`src/rtl/riscv_pkg.sv`:
```
// Shared RV32 constants and types for the fetch pipeline.
package riscv_pkg;

    localparam int unsigned XLEN       = 32;
    localparam logic [31:0] RESET_PC   = 32'h0000_0000;
    localparam int unsigned INST_BYTES = 4;

    typedef logic [XLEN-1:0] addr_t;

    function automatic logic is_misaligned(input logic [1:0] lsbs);
        return lsbs != 2'b00;
    endfunction

endpackage

```
`src/rtl/pc_reg.sv`:
```
// PC register: async active-low reset, load enable, word-alignment masking.
// Optional misalignment flag under IF_MISALIGN_CHECK_EN.
module pc_reg
    import riscv_pkg::*;
#(
    parameter int unsigned       Width    = 32,
    parameter logic [Width-1:0]  ResetVal = '0
) (
    input  logic             clk_i,
    input  logic             rst_ni,
    input  logic             en_i,
    input  logic [Width-1:0] d_i,
`ifdef IF_MISALIGN_CHECK_EN
    output logic             misalign_o,
`endif
    output logic [Width-1:0] q_o
);

    logic [Width-1:0] pc_d, pc_q;

    // Hold path never looks at d_i, so an unknown d_i cannot leak in while stalled.
    always_comb begin
        pc_d = pc_q;
        if (en_i) begin
            pc_d = {d_i[Width-1:2], 2'b00};
        end
    end

    always_ff @(posedge clk_i or negedge rst_ni) begin
        if (!rst_ni) begin
            pc_q <= ResetVal;
        end else begin
            pc_q <= pc_d;
        end
    end

    assign q_o = pc_q;

`ifdef IF_MISALIGN_CHECK_EN
    logic misalign_d, misalign_q;

    always_comb begin
        misalign_d = misalign_q;
        if (en_i) begin
            misalign_d = is_misaligned(d_i[1:0]);
        end
    end

    always_ff @(posedge clk_i or negedge rst_ni) begin
        if (!rst_ni) begin
            misalign_q <= 1'b0;
        end else begin
            misalign_q <= misalign_d;
        end
    end

    assign misalign_o = misalign_q;
`endif

endmodule

```
`src/rtl/if_stage.sv`:
```
// RV32 instruction-fetch stage: PC register plus sequential PC+4 adder.
// Define IF_MISALIGN_CHECK_EN to add the registered misalign output.
module if_stage
    import riscv_pkg::*;
#(
    parameter int unsigned      XLEN     = riscv_pkg::XLEN,
    parameter logic [XLEN-1:0]  RESET_PC = riscv_pkg::RESET_PC
) (
    input  logic            clock,
    input  logic            reset,
    input  logic            stall,
    input  logic [XLEN-1:0] pc_in,
`ifdef IF_MISALIGN_CHECK_EN
    output logic            misalign,
`endif
    output logic [XLEN-1:0] pc4,
    output logic [XLEN-1:0] inst_addr
);

    logic [XLEN-1:0] pc_q;

    pc_reg #(
        .Width    (XLEN),
        .ResetVal (RESET_PC)
    ) u_pc_reg (
        .clk_i      (clock),
        .rst_ni     (reset),
        .en_i       (!stall),
        .d_i        (pc_in),
`ifdef IF_MISALIGN_CHECK_EN
        .misalign_o (misalign),
`endif
        .q_o        (pc_q)
    );

    // Depends on pc_q only, so feeding pc4 back into pc_in never forms a loop.
    assign pc4       = pc_q + XLEN'(INST_BYTES);
    assign inst_addr = pc_q;

endmodule

```
`config.mk`:
```
export PLATFORM = sky130hd
export DESIGN_NAME = if_stage
export DESIGN_NICKNAME = d
export VERILOG_FILES = /design/src/rtl/riscv_pkg.sv /design/src/rtl/pc_reg.sv /design/src/rtl/if_stage.sv
export SDC_FILE = /design/constraint.sdc
export NUM_CORES = 1
export LEC_CHECK = 0
export CORE_MARGIN = 2
export CORE_UTILIZATION = 39
export CTS_CLUSTER_SIZE = 24
export DETAILED_ROUTE_END_ITERATION = 7
export PLACE_DENSITY = 0.8
export SETUP_SLACK_MARGIN = 0.1
export SYNTH_ARGS = -nofsm -noshare
export SYNTH_HDL_FRONTEND = slang
export SYNTH_HIERARCHICAL = 1
export SYNTH_SLANG_ARGS = --single-unit
export TNS_END_PERCENT = 30
```
`constraint.sdc`:
```
create_clock -name clock -period 1.95 [get_ports clock]
set_clock_uncertainty 0.1 [all_clocks]
set_input_delay 0.195 -clock clock [delete_from_list [all_inputs] [get_ports clock]]
set_output_delay 0.195 -clock clock [all_outputs]
set_load 0.03 [all_outputs]
```
==> results.sh <==
export IMPL_synth_top_family_by_area="multiplexers"
export IMPL_synthTopCellsByArea="dfrtp_1 41%, mux2_4 25%, xnor2_1 10%"
export IMPL_slowest_delay_ns=0.39
export IMPL_powerDensity_nw_per_um2=670
export IMPL_stdcell_area_um2=3490
export IMPL_run_status="finished, violations left"
export IMPL_final_nets=322
export IMPL_path_delay_family="simple AND/OR/NAND/NOR gates"
export IMPL_fmax_mhz=474
export IMPL_start_util_pct=41.4
export IMPL_first_global_vias=1688
export IMPL_largest_reg_flops=30
export IMPL_cp_start_kind="flip-flop"
export IMPL_vias_per_cell=4.88
export IMPL_rsz0062_at_grt="true"
export IMPL_setup_violations_final=21
export IMPL_place_gp_congestion=0.768
export IMPL_hpwl_mm=3.72
export IMPL_drt_pass1_iterations=4
export IMPL_drtAntennaViolNets=0
export IMPL_drv_cap=0
export IMPL_cts_sinks=30
export IMPL_htreeDepth=2
export IMPL_cts_buffers=5
export IMPL_netlist_instances=150
export IMPL_seq_area_frac_synth_pct=40.8
export IMPL_clk_path_buf_depth=2
export IMPL_route_detailed_drc=0
export IMPL_rows=24
export IMPL_crit_chain="nand3_4 > nor4_4 > buf_6 > buf_4 > nand2_2 > xnor2_4 > buf_6"
export IMPL_netlist_area_um2=1840
export IMPL_crit_slowest_cell="dfrtp_1"
export IMPL_synth_mux_area_share_pct=24.5
export IMPL_end_kind="output pin"
export IMPL_period_share_pct=108
export IMPL_n_fill_cell=285
export IMPL_cts_tree="built"
export IMPL_routed_wl_mm=5.05
export IMPL_io_pins=99
export IMPL_grt_antenna_before_repair=0
export IMPL_path_clk_slew_ns=0.07
export IMPL_cts_root_buf="clkbuf_8"
export IMPL_synth_xor_area_share_pct=13.3
export IMPL_place_area_um2=3180
export IMPL_syn_to_final_growth_pct=90.1
export IMPL_track_usage_pct=20.1
export IMPL_clk_latency_ns=0.28
export IMPL_critPathArrivalTime_ns=1.81
export IMPL_diodes=0
export IMPL_cts_hold_buf=0
export IMPL_synth_ff_latch_count=30
export IMPL_crit_path_frequent_cell="buf_6"
export IMPL_grt_max_degree=31
export IMPL_slew_violations=0
export IMPL_synth_top_area_share_pct=40.8
export IMPL_fin_crit_ns=2.11
export IMPL_grt_pass1_wl_mm=8.09
export IMPL_cp_max_fo=7
export IMPL_violations="setup timing"
export IMPL_synth_compound_area_share_pct=0
export IMPL_hold_viol_final=0
export IMPL_synthSimpleGateAreaFrac_pct=16.3
export IMPL_yosys_area_top_type="dfrtp_1"
export IMPL_path_class="flip-flop to output pin"
export IMPL_crit_required_ns=1.65
export IMPL_hold_class="input pin to asynchronous set/reset pin"
export IMPL_die_width_um=72.7
export IMPL_fp_dieH_um=72.7
export IMPL_p_leak_nw=1.57
export IMPL_synth_cell_types=22
export IMPL_drt_initial_drc_count=40
export IMPL_wl_per_cell_um=14.9
export IMPL_core_area_um2=4440
export IMPL_synth_avg_cell_area_um2=12.3
export IMPL_die_area_um2=5280
export IMPL_yosys_warnings=6
export IMPL_route_vias_total=1655
export IMPL_layout_setup_ws_ns=-0.160
export IMPL_pre_cts_ws_ns=-0.0479
export IMPL_synth_adder_area_share_pct=0.681
export IMPL_crit_buf_inv=3
export IMPL_overflow=0
export IMPL_ir_drop_mv=0.471
export IMPL_drive_above_1_share_pct=53.0
export IMPL_port_buffers=92
[synthesized netlist by cell type]
library cell and count:
nand4_2 1, xnor2_1 21, nand3_1 10, nand3_2 1, dfrtp_1 30, and4_1 1, and2_1 1, buf_4 4
nand4_1 9, conb_1 1, nor4_4 2, mux2_4 30, buf_6 3, xor2_1 7, nor3_1 3, nand2_1 10
and3_1 2, nor2_1 7, or2_2 2, and4_2 1, inv_1 3, ha_1 1
[placed cells by master (no fill, tap or decap), types with 2 or more instances in the layout]
master and count:
nor3_2 2, conb_1 2, dfrtp_2 9, buf_6 19, nor2_4 3, nor2_1 3, dlygate4sd2_1 2, inv_1 2
buf_4 48, xnor2_2 10, nand3_1 6, xnor2_1 6, xor2_1 6, nand4_1 9, nand2_2 2, clkdlybuf4s50_1 64
dfrtp_1 21, nor4_4 2, nand2_1 8, xnor2_4 5, mux2_4 30, nand3_4 4, and3_1 2, clkbuf_8 6
[through the flow]
step	hold slack, ns	power (W)	instances	setup TNS [ns]	utilization (%)
6_report	0.201	0.00234	339	-1.78	78.6
2_1_floorplan	-0.201	0.00135	151	-2.10	-
5_1_grt	0.245	0.00246	339	-4.65	78.6
3_5_place_dp	0.501	0.00179	322	-0.0870	71.6
3_3_place_gp	0.488	0.00177	322	0	71.6
4_1_cts	0.217	0.00235	337	-2.49	77.8
[power breakdown]
part,internal (W),switching (W),total [W]
Combinational,0.000525,0.000538,0.00106
Sequential,0.000689,0.0000685,0.000757
Clock,0.000284,0.000237,0.000521
[layer usage]
layer	up-vias	wire, um	global-route usage [%]
li1	788	-	-
met1	795	1980	24.4
met2	67	2680	35.3
met3	5	362	5.11
met4	0	39	5.56
met5	-	0	0
[kinds of logic after synthesis]
group | Yosys count
xor gates and xnor gates | 28
adders and majority gates | 1
buffers and inverters | 10
DFF | 30
muxes | 30
other | 1
and+or+nand+nor | 50
[timing repair]
item	in CTS	in global routing
gates resized for setup	41	5
hold endpoints to repair	0	0
buffers inserted	7	2
endpoints found under the setup margin	29	34
pin swaps	18	7
[path summary, 6_finish.rpt]
kind / slack [ns] / startpoint / end / cells past startpoint
worst min register to register: 0.52 / u_pc_reg/q_o[31] / u_pc_reg/q_o[31] / 1
min in group clock: 0.42 / pc_in[23] / u_pc_reg/q_o[23] / 2
worst max register to register: 0.77 / u_pc_reg/q_o[5] / u_pc_reg/q_o[5] / 3
worst max-delay path: -0.16 / u_pc_reg/q_o[7] / pc4[20] / 7
max in group asynchronous: 1.23 / reset / u_pc_reg/q_o[3] / 2
worst min-delay path: 0.20 / reset / u_pc_reg/q_o[24] / 2
[area by class of cell]
class | count | area [um2] | share of cell area, %
multi-input combinational | 111 | 1310 | 37.4
sequential | 30 | 762 | 21.8
clock buffer | 7 | 86.3 | 2.47
tap | 52 | 65.1 | 1.86
timing repair buffer | 135 | 1260 | 36.0
clock inverter | 1 | 5.00 | 0.143
inverter | 3 | 11.3 | 0.322
(Power assumes the default switching activity.)
